<file path="src/rtl/quadrature_decoder_pkg.sv">
// quadrature_decoder_pkg: Gray states, direction type and quarter-step classifier.
package quadrature_decoder_pkg;
  localparam logic [1:0] ENC_S00 = 2'b00;
  localparam logic [1:0] ENC_S01 = 2'b01;
  localparam logic [1:0] ENC_S11 = 2'b11;
  localparam logic [1:0] ENC_S10 = 2'b10;

  typedef enum logic [1:0] {DIR_NONE, DIR_CW, DIR_CCW, DIR_ERR} dir_t;

  function automatic logic [1:0] cw_next(input logic [1:0] s);
    return s == ENC_S00 ? ENC_S01 : s == ENC_S01 ? ENC_S11 : s == ENC_S11 ? ENC_S10 : ENC_S00;
  endfunction

  function automatic dir_t quad_dir(input logic [1:0] prev, input logic [1:0] curr);
    return prev == curr ? DIR_NONE :
           curr == cw_next(prev) ? DIR_CW :
           prev == cw_next(curr) ? DIR_CCW : DIR_ERR;
  endfunction
endpackage

</file>
<file path="src/rtl/quadrature_decoder_debouncer.sv">
// input_debouncer: 2-FF synchroniser plus persistence counter for WIDTH async pins.
module input_debouncer #(
  parameter int WIDTH = 2,
  parameter int DEBOUNCE_CYCLES = 4096
) (
  input  logic             clk,
  input  logic             rst,
  input  logic [WIDTH-1:0] din,
  output logic [WIDTH-1:0] stable
);
  localparam int CW = $clog2(DEBOUNCE_CYCLES);
  localparam logic [CW-1:0] LAST = CW'(DEBOUNCE_CYCLES - 1);
  logic [WIDTH-1:0] s1, s2;
  logic [CW-1:0] cnt;
  // A new value must differ from stable for DEBOUNCE_CYCLES consecutive samples.
  always_ff @(posedge clk or posedge rst)
    if (rst) begin
      s1 <= '0;
      s2 <= '0;
      stable <= '0;
      cnt <= '0;
    end else begin
      s1 <= din;
      s2 <= s1;
      if (s2 == stable) cnt <= '0;
      else if (cnt == LAST) begin
        stable <= s2;
        cnt <= '0;
      end else cnt <= cnt + 1'b1;
    end
endmodule

</file>
<file path="src/rtl/quadrature_decoder.sv">
// quadrature_decoder: debounced A/B quadrature to a bounded wrapping up/down count.
module quadrature_decoder
  import quadrature_decoder_pkg::*;
#(
  parameter int WIRES = 4,
  parameter int MIN = 0,
  parameter int MAX = 2**WIRES - 1,
  parameter int INIT = MIN,
  parameter int DEBOUNCE_CYCLES = 4096,
  parameter int STEPS_PER_DETENT = 4
) (
  input  logic             clk_in,
  input  logic             rst_in,
  input  logic             enc_a,
  input  logic             enc_b,
  output logic [WIRES-1:0] count,
  output logic             step_up,
  output logic             step_down,
  output logic             error
);
  localparam int HOLD = DEBOUNCE_CYCLES + 3;
  localparam int HW = $clog2(HOLD);
  localparam int AW = $clog2(STEPS_PER_DETENT) + 2;
  localparam logic [HW-1:0] HOLD_LAST = HW'(HOLD - 1);
  localparam logic signed [AW-1:0] ACC_TOP = AW'(STEPS_PER_DETENT - 1);
  localparam logic signed [AW-1:0] ACC_BOT = AW'(1 - STEPS_PER_DETENT);
  localparam logic signed [AW-1:0] ACC_ONE = AW'(1);
  localparam logic [WIRES-1:0] LO = WIRES'(MIN);
  localparam logic [WIRES-1:0] HI = WIRES'(MAX);
  localparam logic [WIRES-1:0] RST_V = WIRES'(INIT);

  logic [1:0] stable, prev;
  logic [HW-1:0] hold;
  logic armed;
  logic signed [AW-1:0] acc;
  dir_t dir;

  input_debouncer #(.WIDTH(2), .DEBOUNCE_CYCLES(DEBOUNCE_CYCLES)) u_deb (
    .clk(clk_in),
    .rst(rst_in),
    .din({enc_a, enc_b}),
    .stable(stable)
  );

  assign dir = quad_dir(prev, stable);

  // prev tracks stable during the post-reset hold so resting non-00 pins decode as no motion.
  always_ff @(posedge clk_in or posedge rst_in)
    if (rst_in) begin
      count <= RST_V;
      step_up <= 1'b0;
      step_down <= 1'b0;
      error <= 1'b0;
      prev <= '0;
      hold <= '0;
      armed <= 1'b0;
      acc <= '0;
    end else begin
      step_up <= 1'b0;
      step_down <= 1'b0;
      error <= 1'b0;
      prev <= stable;
      if (!armed) begin
        hold <= hold + 1'b1;
        armed <= hold == HOLD_LAST;
      end else if (dir == DIR_ERR) begin
        error <= 1'b1;
        acc <= '0;
      end else if (dir == DIR_CW) begin
        if (acc == ACC_TOP) begin
          acc <= '0;
          step_up <= 1'b1;
          count <= count < HI ? count + 1'b1 : LO;
        end else acc <= acc + ACC_ONE;
      end else if (dir == DIR_CCW) begin
        if (acc == ACC_BOT) begin
          acc <= '0;
          step_down <= 1'b1;
          count <= count > LO ? count - 1'b1 : HI;
        end else acc <= acc - ACC_ONE;
      end
    end
endmodule

</file>
<file path="config.mk">
export PLATFORM = sky130hd
export DESIGN_NAME = quadrature_decoder
export DESIGN_NICKNAME = d
export VERILOG_FILES = /design/src/rtl/quadrature_decoder_pkg.sv /design/src/rtl/quadrature_decoder_debouncer.sv /design/src/rtl/quadrature_decoder.sv
export SDC_FILE = /design/constraint.sdc
export NUM_CORES = 1
export LEC_CHECK = 0
export BUFFER_PORTS_ARGS = -buffer_cell sky130_fd_sc_hd__buf_2
export CAP_MARGIN = 25
export CORE_MARGIN = 3
export CORE_UTILIZATION = 35
export DETAILED_ROUTE_END_ITERATION = 16
export PLACE_DENSITY_LB_ADDON = 0.2
export SETUP_SLACK_MARGIN = 0.02
export SLEW_MARGIN = 20
export SYNTH_ARGS = -nofsm -noshare
export SYNTH_HDL_FRONTEND = slang
export SYNTH_HIERARCHICAL = 1
export SYNTH_SLANG_ARGS = --single-unit
export TNS_END_PERCENT = 100
</file>
<file path="constraint.sdc">
create_clock -name clk_in -period 2.4 [get_ports clk_in]
set_input_delay 0.48 -clock clk_in [delete_from_list [all_inputs] [get_ports clk_in]]
set_output_delay 0.48 -clock clk_in [all_outputs]
set_load 0.01 [all_outputs]
</file>
-- Word-level counts from Yosys, hierarchy flattened
Index checks and enable logic that the tools add are counted.
- flip-flop bits (word level): 45
- input port bits: 4
- output and inout bits: 7
- logic and storage cells: 80
- add/sub/neg operators: 6
- magnitude comparators: 2
- equal/unequal tests: 16
- muxes and demuxes: 34
- bitwise logic cells: 2
- reductions and logical operators: 8
- operator list (kind ; count):
    $mux W4 ; 11
    $mux W12 ; 2
    $mux W2 ; 8
    $add A13 B1 Y13 const B ; 1
    $eq A13 B13 Y1 const B ; 1
    $mux W1 ; 13
    $add A12 B1 Y12 const B ; 1
    $eq A12 B12 Y1 const B ; 1
    $eq A2 B2 Y1 ; 4
    $eq A2 B2 Y1 const B ; 4
    $eq A4 B3 Y1 const B ; 2
    $eq A2 B1 Y1 const B ; 3
    $reduce_and A5 Y1 ; 1
    $add A4 B1 Y4 const B ; 1
    $add A4 B2 Y4 const B ; 1
    $gt A4 B1 Y1 const B ; 1
    $logic_not A2 Y1 ; 2
    $lt A4 B4 Y1 const B ; 1
    $reduce_and A2 Y1 ; 2
    $reduce_bool A2 Y1 ; 2
    $sub A4 B1 Y4 const B ; 1
    $sub A4 B2 Y4 const B ; 1
    $reduce_bool A3 Y1 ; 1
    $ne A2 B1 Y1 const B ; 1
    $not A1 Y1 ; 2

-- Longest topological paths before layout
Gate-level depths: netlist of run 1.
- word-level depth: 13
- mapped depth: 9
- gate-level depth less buffers: 9

-- Modules after synthesis
The synthesis of run 1 kept the hierarchy.
- modules (own cells, without submodules) (module ; instances ; cells an instance ; area an instance (um^2) ; seq. area each (um^2)):
    quadrature_decoder ; 1 ; 161 ; 1596.5 ; 675.6
    input_debouncer ; 1 ; 67 ; 805.8 ; 450.4

-- Worst setup path after synthesis of run 1
No wires, ideal clock.
- kind: reg-to-reg
- start point: reg prev[0]
- end point: reg acc[3]
- setup time: 0.104 ns
- arrival time: 1.935 ns
- data required time: 2.296 ns
- setup slack: 0.361 ns
- stages on the path, launching flop included: 9
- buffers on the path: 0
- period minus slack after synthesis: 2.039 ns
- cell sequence: dfrtp_1 mux2i_1 o21ai_0 inv_1 ha_1 nand2b_1 or2_2 a211o_1 o311ai_1
- word-level cells in the longest chain between the ends: 10
- elaborated cells between the ends (all ways): 19
- those cells by class: 8 x eq/ne; 8 x mux; 3 x reduce/logical
- ends and longest elaborated chain (item ; RTL line ; source):
    start, declared ; quadrature_decoder.sv:32 ; logic [1:0] stable, prev;
    start signal, assigned ; quadrature_decoder.sv:62 ; prev <= stable;
    $eq A2 B2 Y1 ; quadrature_decoder_pkg.sv:11 ; return s == ENC_S00 ? ENC_S01 : s == ENC_S01 ? ENC_S11 : s == ENC_S11 ? ENC_S10 : ENC_S00;
    $mux W2 (3 in series) ; quadrature_decoder_pkg.sv:11 ;
    $eq A2 B2 Y1 ; quadrature_decoder_pkg.sv:16 ; curr == cw_next(prev) ? DIR_CW :
    $mux W2 ; quadrature_decoder_pkg.sv:16 ;
    $mux W2 (*) ; quadrature_decoder_pkg.sv:15 ; return prev == curr ? DIR_NONE :
    $eq A2 B2 Y1 (tied with other cells) ; quadrature_decoder.sv:66 ; end else if (dir == DIR_ERR) begin
    $reduce_bool A3 Y1 (no source line) / $mux W4 (equally long branches) ; - ;
    $reduce_and A2 Y1 (no source line) / $mux W4 (equally long branches) ; - ;
    end signal, assigned ; quadrature_decoder.sv:74 ; end else acc <= acc + ACC_ONE;
    end signal, assigned ; quadrature_decoder.sv:80 ; end else acc <= acc - ACC_ONE;
    end, declared ; quadrature_decoder.sv:35 ; logic signed [AW-1:0] acc;
Every way passes the cells marked *; elsewhere a longest branch is shown, timed or not.
A chain may end at the register's enable or synchronous reset.

-- Final worst setup path of run 1
- start point: reg prev[0]
- end point: reg count[2]
- word-level cells in the longest chain between the ends: 10
- elaborated cells between the ends (all ways): 21
- those cells by class: 9 x eq/ne; 7 x mux; 1 x bitwise; 4 x reduce/logical
- ends and longest elaborated chain (item ; RTL line ; source):
    $eq A2 B2 Y1 ; quadrature_decoder_pkg.sv:11 ;
    $mux W2 (3 in series) ; quadrature_decoder_pkg.sv:11 ;
    $eq A2 B2 Y1 ; quadrature_decoder_pkg.sv:16 ;
    $mux W2 ; quadrature_decoder_pkg.sv:16 ;
    $mux W2 (*) ; quadrature_decoder_pkg.sv:15 ;
    $eq A2 B1 Y1 (tied with other cells) ; quadrature_decoder.sv:69 ; end else if (dir == DIR_CW) begin
    $ne A2 B1 Y1 (no source line) (tied with other cells) ; - ;
    $reduce_and A5 Y1 (no source line) ; - ;
    end signal, assigned ; quadrature_decoder.sv:73 ; count <= count < HI ? count + 1'b1 : LO;
    end signal, assigned ; quadrature_decoder.sv:79 ; count <= count > LO ? count - 1'b1 : HI;
    end, declared ; quadrature_decoder.sv:16 ; output logic [WIRES-1:0] count,
Marked as above.

==> impl_metrics.json, run 1 <==
{
  "path_cells": "nor2b_1 -> o21ai_0 -> o21ai_1 -> ha_1 -> nand2b_1 -> a211o_2 -> o41ai_2",
  "min_path_type": "input pin to async pin",
  "die_x_um": 88.8,
  "final_common_cell": "dfrtp_1",
  "cts_tree": "done",
  "cts_resized": 0,
  "peakVddDrop_mv": 0.469,
  "antenna_found_initial": 0,
  "hold_viol": 0,
  "gp_congestion": 0.830,
  "vias": 1654,
  "clk_pin_slew_worst_paths_ns": 0.09,
  "synthAdderAreaFrac_pct": 7.29,
  "maxSlewHeadroom_pct": 55.4,
  "drtIter0Drc": 109,
  "wl_per_cell_um": 12.9,
  "cp.required_ns": 2.61,
  "met2_usage_pct": 17.2,
  "crit_slowest_cell": "dfrtp_1",
  "yosysWarnings": 6,
  "gr-usage-met1_pct": 17.7,
  "drive_gt1_share_pct": 13.5,
  "grt_pass1_vias": 1584,
  "routed_wl_um": 4160,
  "num_antenna_cells": 0,
  "synth_flop_cell": "dfrtp_1",
  "slowest_delay_ns": 0.44,
  "syn-num-nets": 246,
  "drv_cap": 0,
  "grt_max_degree": 28,
  "postCtsHoldBufs": 0,
  "finalCritPeriodShare_pct": 90.0,
  "synth_area_mm2": 0.00240,
  "status": "finished, final reports clean",
  "layout.nets": 262,
  "clock_latency_ns": 0.30,
  "start_kind": "register",
  "grt_use_total_pct": 12.1,
  "final-setup-viol-count": 0,
  "synth_compound_area_share_pct": 13.1,
  "p_leak_uw": 0.00115,
  "crit_path_end_kind": "register",
  "coreArea_mm2": 0.00649,
  "finalSetupTns_ns": 0,
  "powerDensity_mw_per_mm2": 508,
  "cts_buffers": 5,
  "clk_path_buf_depth": 2,
  "synth.area.mux_share_pct": 2.08,
  "drt_first_pass_iters": 4,
  "fillCellCount": 615,
  "multi_input_area_mm2": 0.00118,
  "path_class": "register to register",
  "grt_pass1_wl_um": 7420,
  "grt-ovfl-total": 0,
  "holdWs_ns": 0.235,
  "syn_inst": 228,
  "synth_seq_cells": 45,
  "portBuffers": 10,
  "met3_usage_pct": 3.07,
  "grt_busiest_layer": "met1",
  "fmax_mhz": 463,
  "cp_max_fo": 8,
  "area_delta_synth_final_pct": 9.32,
  "grt_setup_unrepaired": "false",
  "worst-path-buf-inv": 0,
  "worst_slew_pin_slew_ns": 0.668,
  "die_y_um": 88.8,
  "drv_slew": 0,
  "seq_area_frac_synth_pct": 46.9,
  "root_buffer": "clkbuf_8",
  "rows": 29,
  "avgSynthCellArea_um2": 10.5,
  "start_util_pct": 37.0,
  "synth_xor_xnor_area_share_pct": 6.93,
  "cts_setup_buffers": 0,
  "cp_top_family": "compound AO/OA/AOI/OAI gates",
  "synth-edff-count": 0,
  "drcViolationCount": 0,
  "ys_types": 49,
  "clock_skew_ns": 0.0131,
  "final_cell_mix": "dfrtp_1 (45), inv_1 (14), nand2_1 (14), ha_1 (14), o21ai_0 (13)",
  "die_area_mm2": 0.00789,
  "io_pins": 11,
  "clock_sinks": 45,
  "dp_hpwl_um": 2950,
  "synthArstFlopShare_pct": 100,
  "synth_top_family_by_area": "simple AND/OR/NAND/NOR gates",
  "arrival_ns": 2.37,
  "synth_simple_gate_area_share_pct": 19.7,
  "h-tree-depth": 2,
  "drt-vias-per-instance": 5.14,
  "seqCellArea_mm2": 0.00113,
  "antenna_left": 0,
  "layout_min_cycle_time_ns": 2.16
}
## kinds of logic (layout without fill, tap and decap cells)
family                   after synthesis  in the layout
flip-flops                            45             45
AND/OR/NAND/NOR                       79             79
AO/OA/AOI/OAI                         47             47
XOR/XNOR                              19             19
buffers and inverters                 20             37
multiplexers                           4              4
adder cells (fa/ha/maj)               14             14
## power by group
part | total (uW) | switching (uW) | internal, uW
clock | 452 | 246 | 206
sequential | 814 | 30.0 | 784
combinational | 68.3 | 38.3 | 30.0
## path summary, 6_finish.rpt
kind / start / to / slack (ns) / cells after the start
worst max-delay path: prev[0]$_DFF_PP0_ / count[2]$_DFFE_PP0P_ / 0.24 / 7
worst min-delay path: rst_in / count[1]$_DFFE_PP0P_ / 0.23 / 3
worst max register to register: prev[0]$_DFF_PP0_ / count[2]$_DFFE_PP0P_ / 0.24 / 7
worst min register to register: u_deb/s1[0]$_DFF_PP0_ / u_deb/s2[0]$_DFF_PP0_ / 0.36 / 0
max in group asynchronous: rst_in / u_deb/cnt[4]$_DFF_PP0_ / 1.69 / 2
min in group clk_in: enc_b / u_deb/s1[0]$_DFF_PP0_ / 0.28 / 1
## cell usage after synthesis (4+ instances only)
library cell / n / area share [%]
xor2_1: 9 / 3.3
dfrtp_1: 45 / 47
nand4_1: 4 / 1.0
xnor2_1: 10 / 3.6
nand2_1: 14 / 2.2
nand2b_1: 5 / 1.3
o21ai_0: 14 / 2.9
nor3_1: 5 / 1.0
nand3_1: 8 / 1.7
ha_1: 14 / 7.3
o31ai_1: 5 / 1.6
inv_1: 14 / 2.2
a21oi_1: 8 / 1.7
a211oi_1: 5 / 1.6
nor2_1: 12 / 1.9
## per-layer routing
layer | vias to the layer above | part of all wire [%] | wire length [um]
met2 | 23 | 43 | 1770
met3 | 7 | 2.8 | 117
met1 | 781 | 53 | 2210
li1 | 843 | - | -
met5 | - | 0 | 0
met4 | 0 | 1.4 | 59
## area by class of cell
class / instances / area share (%)
multi-input combinational: 163 / 44.9
inverter: 14 / 2.00
sequential: 45 / 42.9
timing repair buffer: 15 / 3.33
tap: 77 / 3.67
clock buffer: 7 / 2.91
clock inverter: 1 / 0.286
## flip-flops by register name, summed over array words and instances, names as in the netlist
register	flops
hold	13
prev	2
step_up	1
u_deb/stable	2
count	4
step_down	1
error	1
u_deb/s1	2
armed	1
acc	4
u_deb/s2	2
u_deb/cnt	12
## tightest hold or removal path, cell delays in order
cell	delay [ns]
buf_2	0.10
inv_1	0.04
buf_4	0.32
## metrics by stage
stage                     total power (uW)  cells  worst slack [ns]  cell area [um2]  util [%]
final                                 1330    322             0.241             2630      40.4
after global routing                  1410    322            0.0244             2630      40.4
after CTS                             1350    322             0.123             2630      40.4
after detailed placement               901    314             0.142             2540      39.1
after global placement                 900    314             0.216             2540      39.1
after floorplan                        881    228             0.361             2400         -
(Power assumes the default switching activity.)
==> run 2, diff against run 1 <==
--- a/config.mk
+++ b/config.mk
@@ -8,8 +8,9 @@
 export BUFFER_PORTS_ARGS = -buffer_cell sky130_fd_sc_hd__buf_2
 export CAP_MARGIN = 25
 export CORE_MARGIN = 3
-export CORE_UTILIZATION = 35
+export CORE_UTILIZATION = 50
 export DETAILED_ROUTE_END_ITERATION = 16
+export MAX_ROUTING_LAYER = met4
 export PLACE_DENSITY_LB_ADDON = 0.2
 export SETUP_SLACK_MARGIN = 0.02
 export SLEW_MARGIN = 20
==> impl_metrics.json, run 2 (synthesis gave the netlist of run 1 again) <==
{
  "status": "finished, final reports clean",
  "drt_first_pass_iters": 4,
  "timing.rr.end": "count[2]$_DFFE_PP0P_",
  "grt-ovfl-total": 0,
  "antenna_left": 0,
  "final-setup-viol-count": 0,
  "grt_setup_unrepaired": "false",
  "vias": 1659,
  "maxSlewHeadroom_pct": 54.8,
  "p_clk_share_pct": 38.0,
  "arrival_ns": 2.36,
  "crit_slowest_cell": "dfrtp_1",
  "slowest_delay_ns": 0.44,
  "hold_viol": 0,
  "clk_path_buf_depth": 2,
  "rows": 24,
  "drtIter0Drc": 93,
  "largest_reg_flops": 13,
  "start_kind": "register",
  "num_antenna_cells": 0,
  "gp_congestion": 0.845,
  "dp_hpwl_um": 2900,
  "r2r_cells": 7,
  "cp_max_fo": 8,
  "fillCellCount": 408,
  "clock_sinks": 45,
  "drcViolationCount": 0,
  "cp_top_family": "compound AO/OA/AOI/OAI gates",
  "drv_cap": 0,
  "area_delta_synth_final_pct": 8.80,
  "die_y_um": 75.3,
  "layout.nets": 262,
  "h-tree-depth": 2,
  "portBuffers": 10,
  "drt-vias-per-instance": 5.60,
  "p_int_uw": 1120,
  "finalCritPeriodShare_pct": 90.3,
  "regMostFlops": "hold",
  "antenna_found_initial": 0,
  "largest_registers": "hold (13), u_deb/cnt (12)",
  "routed_wl_um": 4070,
  "cp.required_ns": 2.59,
  "r2r-start": "prev[0]$_DFF_PP0_",
  "clk_pin_slew_worst_paths_ns": 0.08,
  "peakVddDrop_mv": 0.496,
  "root_buffer": "clkbuf_8",
  "clock_skew_ns": 0.00179,
  "cts_buffers": 5,
  "crit_path_end_kind": "register",
  "die_x_um": 75.3,
  "powerDensity_mw_per_mm2": 546,
  "cts_resized": 0,
  "layout_min_cycle_time_ns": 2.17,
  "cts_setup_buffers": 0,
  "min_path_type": "input pin to async pin",
  "grt_pass1_vias": 1614,
  "p_leak_uw": 0.00116,
  "path_cells": "nor2b_1 -> o21ai_0 -> o21ai_1 -> ha_1 -> nand2b_1 -> a211o_1 -> o41ai_2",
  "finalSetupTns_ns": 0,
  "start_util_pct": 53.3,
  "swShare_pct": 21.7,
  "seqPwrFrac_pct": 57.2,
  "holdWs_ns": 0.239,
  "path_class": "register to register",
  "final_cell_mix": "dfrtp_1 (45), inv_1 (14), nand2_1 (14), ha_1 (14), o21ai_0 (13)",
  "wl_per_cell_um": 13.8,
  "grt_max_degree": 28,
  "grt_pass1_wl_um": 7050,
  "grt_use_total_pct": 16.6,
  "coreArea_mm2": 0.00450,
  "cts_tree": "done",
  "timing.reg2reg.setup_slack_ns": 0.23,
  "p_comb_share_pct": 4.8,
  "switching_power_uw": 310,
  "die_area_mm2": 0.00567,
  "postCtsHoldBufs": 0,
  "worst_slew_pin_slew_ns": 0.677,
  "drv_slew": 0,
  "io_pins": 11,
  "final_common_cell": "dfrtp_1",
  "clock_latency_ns": 0.29,
  "drive_gt1_share_pct": 13.5,
  "worst-path-buf-inv": 0,
  "fmax_mhz": 461
}
[run 2: cell types whose count changed in the layout (fill, tap and decap cells not counted), sizes merged]
cell	previous run	this run
clkbuf	7	5
clkinvlp	1	0
clkinv	0	1
bufinv	0	1
[run 2: through the flow]
step                      utilization [%]  cell area [um2]  setup slack, ns  cells  power [uW]
final                                58.0             2610            0.232    296        1430
after global routing                 58.0             2610           0.0773    296        1490
after CTS                            58.0             2610            0.139    296        1440
after detailed placement             55.7             2510            0.161    289         902
after global placement               55.7             2510            0.228    289         898
after floorplan                         -             2400            0.361    228         881
[run 2: worst min-delay path, delay by kind of cell]
family,cells,cell delay (ns)
buffers and inverters,3,0.45
[run 2: power groups by stage]
stage | clock (uW) | combinational [uW] | sequential [uW]
floorplan | 0 | 55.7 | 825
global placement | 0 | 69.4 | 829
detailed placement | 0 | 70.9 | 831
CTS | 557 | 71.7 | 816
global route | 583 | 81.4 | 821
finish | 542 | 68.8 | 815
[run 2: layout make-up]
type	count	area, um2	area share (%)
clock inverters	2	35.0	1.34
flip-flops and latches	45	1130	43.1
inverters	14	52.6	2.01
multi-input cells	163	1180	45.1
well taps	52	65.1	2.49
clock buffers	5	68.8	2.63
repair buffers	15	87.6	3.35
[run 2: how the worst max path moves through the flow]
| stage | cells after the start | to | start |
|---|---|---|---|
| after global routing | 7 | count[2]$_DFFE_PP0P_ | prev[0]$_DFF_PP0_ |
| after CTS | 7 | count[2]$_DFFE_PP0P_ | prev[0]$_DFF_PP0_ |
| after detailed placement | 7 | count[2]$_DFFE_PP0P_ | prev[0]$_DFF_PP0_ |
| after global placement | 8 | acc[3]$_DFFE_PP0P_ | prev[0]$_DFF_PP0_ |
| final | 7 | count[2]$_DFFE_PP0P_ | prev[0]$_DFF_PP0_ |
| after floorplan | 8 | acc[3]$_DFFE_PP0P_ | prev[0]$_DFF_PP0_ |
[run 2: layer usage]
metal,GRT usage [%],up-vias,share of wire (%)
met4,5.24,0,1.0
met5,-,-,0
met1,21.8,784,50
met3,3.56,5,3.2
li1,-,849,-
met2,25.8,21,45
==> run 3, diff against run 2 <==
--- a/config.mk
+++ b/config.mk
@@ -8,7 +8,7 @@
 export BUFFER_PORTS_ARGS = -buffer_cell sky130_fd_sc_hd__buf_2
 export CAP_MARGIN = 25
 export CORE_MARGIN = 3
-export CORE_UTILIZATION = 50
+export CORE_UTILIZATION = 25
 export DETAILED_ROUTE_END_ITERATION = 16
 export MAX_ROUTING_LAYER = met4
 export PLACE_DENSITY_LB_ADDON = 0.2
==> impl_metrics.json, run 3 (synthesis gave the netlist of run 1 again) <==
{
  "final-setup-viol-count": 0,
  "cts_setup_buffers": 0,
  "power_uw": 1480,
  "status": "finished, final reports clean",
  "arrival_ns": 2.34,
  "worst_slew_pin_slew_ns": 0.678,
  "final_common_cell": "dfrtp_1",
  "cts_buffers": 5,
  "grt_pass1_vias": 1678,
  "regMostFlops": "hold",
  "dp_hpwl_um": 3090,
  "cp_max_fo": 6,
  "clock_skew_ns": 0.0111,
  "grt_max_degree": 28,
  "drive_gt1_share_pct": 13.8,
  "clk_pin_slew_worst_paths_ns": 0.09,
  "gp_congestion": 0.790,
  "drcViolationCount": 0,
  "fmax_mhz": 469,
  "vias": 1662,
  "grt_pass1_wl_um": 7810,
  "drt_first_pass_iters": 4,
  "final_cell_mix": "dfrtp_1 (45), inv_1 (14), nand2_1 (14), ha_1 (14), o21ai_0 (13)",
  "io_pins": 11,
  "die_x_um": 104,
  "cp.required_ns": 2.61,
  "coreArea_mm2": 0.00928,
  "drt-vias-per-instance": 4.43,
  "antenna_found_initial": 0,
  "dp_slack_ns": 0.147,
  "die_area_mm2": 0.0108,
  "die_y_um": 104,
  "num_antenna_cells": 0,
  "peakVddDrop_mv": 0.301,
  "wl_per_cell_um": 11.6,
  "grt_setup_unrepaired": "false",
  "layout.nets": 263,
  "path_class": "register to register",
  "clock_latency_ns": 0.30,
  "layout_min_cycle_time_ns": 2.13,
  "start_util_pct": 25.9,
  "finalWorstSetupSlack_ns": 0.266,
  "finalCritPeriodShare_pct": 88.9,
  "finalSetupTns_ns": 0,
  "p_leak_uw": 0.00117,
  "min_path_type": "input pin to async pin",
  "hold_viol": 0,
  "h-tree-depth": 2,
  "start_kind": "register",
  "area_delta_synth_final_pct": 13.6,
  "portBuffers": 10,
  "root_buffer": "clkbuf_8",
  "clk_path_buf_depth": 2,
  "clock_sinks": 45,
  "fillCellCount": 1001,
  "drv_slew": 0,
  "routed_wl_um": 4330,
  "antenna_left": 0,
  "largest_registers": "hold (13), u_deb/cnt (12)",
  "crit_path_end_kind": "register",
  "drtIter0Drc": 38,
  "seqCellArea_mm2": 0.00113,
  "rows": 35,
  "grt-ovfl-total": 0,
  "drv_cap": 0,
  "maxSlewHeadroom_pct": 54.7,
  "multi_input_area_mm2": 0.00118,
  "largest_reg_flops": 13,
  "cts_tree": "done",
  "grt_use_total_pct": 8.84,
  "powerDensity_mw_per_mm2": 542
}
==> run 3: final timing paths <==
kind	start	to	slack [ns]	cells past startpoint
max in group asynchronous	rst_in	u_deb/stable[1]$_DFFE_PP0P_	1.68	2
hold / removal	rst_in	hold[1]$_DFFE_PP0N_	0.25	3
setup reg to reg	prev[0]$_DFF_PP0_	acc[3]$_DFFE_PP0P_	0.27	9
setup / recovery	prev[0]$_DFF_PP0_	acc[3]$_DFFE_PP0P_	0.27	9
hold reg to reg	u_deb/s1[0]$_DFF_PP0_	u_deb/s2[0]$_DFF_PP0_	0.36	0
min in group clk_in	enc_a	u_deb/s1[1]$_DFF_PP0_	0.29	1
==> run 3: final cells by class <==
class / instances / area share, %
Inverter: 14 / 1.92
Sequential cell: 45 / 41.2
Multi-Input combinational cell: 163 / 43.2
Tap cell: 129 / 5.91
Timing Repair Buffer: 16 / 3.48
Clock inverter: 1 / 1.10
Clock buffer: 7 / 3.16
==> run 3: layer usage <==
| metal | routed length, um | global-route usage [%] |
|---|---|---|
| met4 | 45 | 2.28 |
| met2 | 1860 | 13.1 |
| met5 | 0 | - |
| met3 | 129 | 2.36 |
| met1 | 2300 | 12.0 |
==> run 3: worst max-delay path, cell delays in order, from the launching register on <==
cell	delay (ns)
dfrtp_1	0.44
nor2_1	0.16
o21ai_0	0.09
o21ai_1	0.19
inv_1	0.11
ha_1	0.20
nand2b_1	0.20
or2_2	0.36
a211o_1	0.24
o311ai_1	0.08
==> run 3: stage by stage <==
step / hold slack [ns] / cell area, um2 / utilization [%] / std cells
floorplan: 0.331 / 2400 / - / 228
global placement: 0.335 / 2610 / 28.2 / 367
detailed placement: 0.336 / 2610 / 28.2 / 367
CTS: 0.256 / 2730 / 29.4 / 375
global route: 0.264 / 2730 / 29.4 / 375
finish: 0.250 / 2730 / 29.4 / 375
==> run 3: where the power goes <==
group	internal (uW)	total [uW]	switching, uW
Combinational	30.2	69.0	38.8
Clock	340	595	255
Sequential	784	815	30.6
==> run 3: repair_timing <==
action	CTS	global route
hold buffers	0	0
endpoints found under the setup margin	0	5
gates resized for setup	0	1
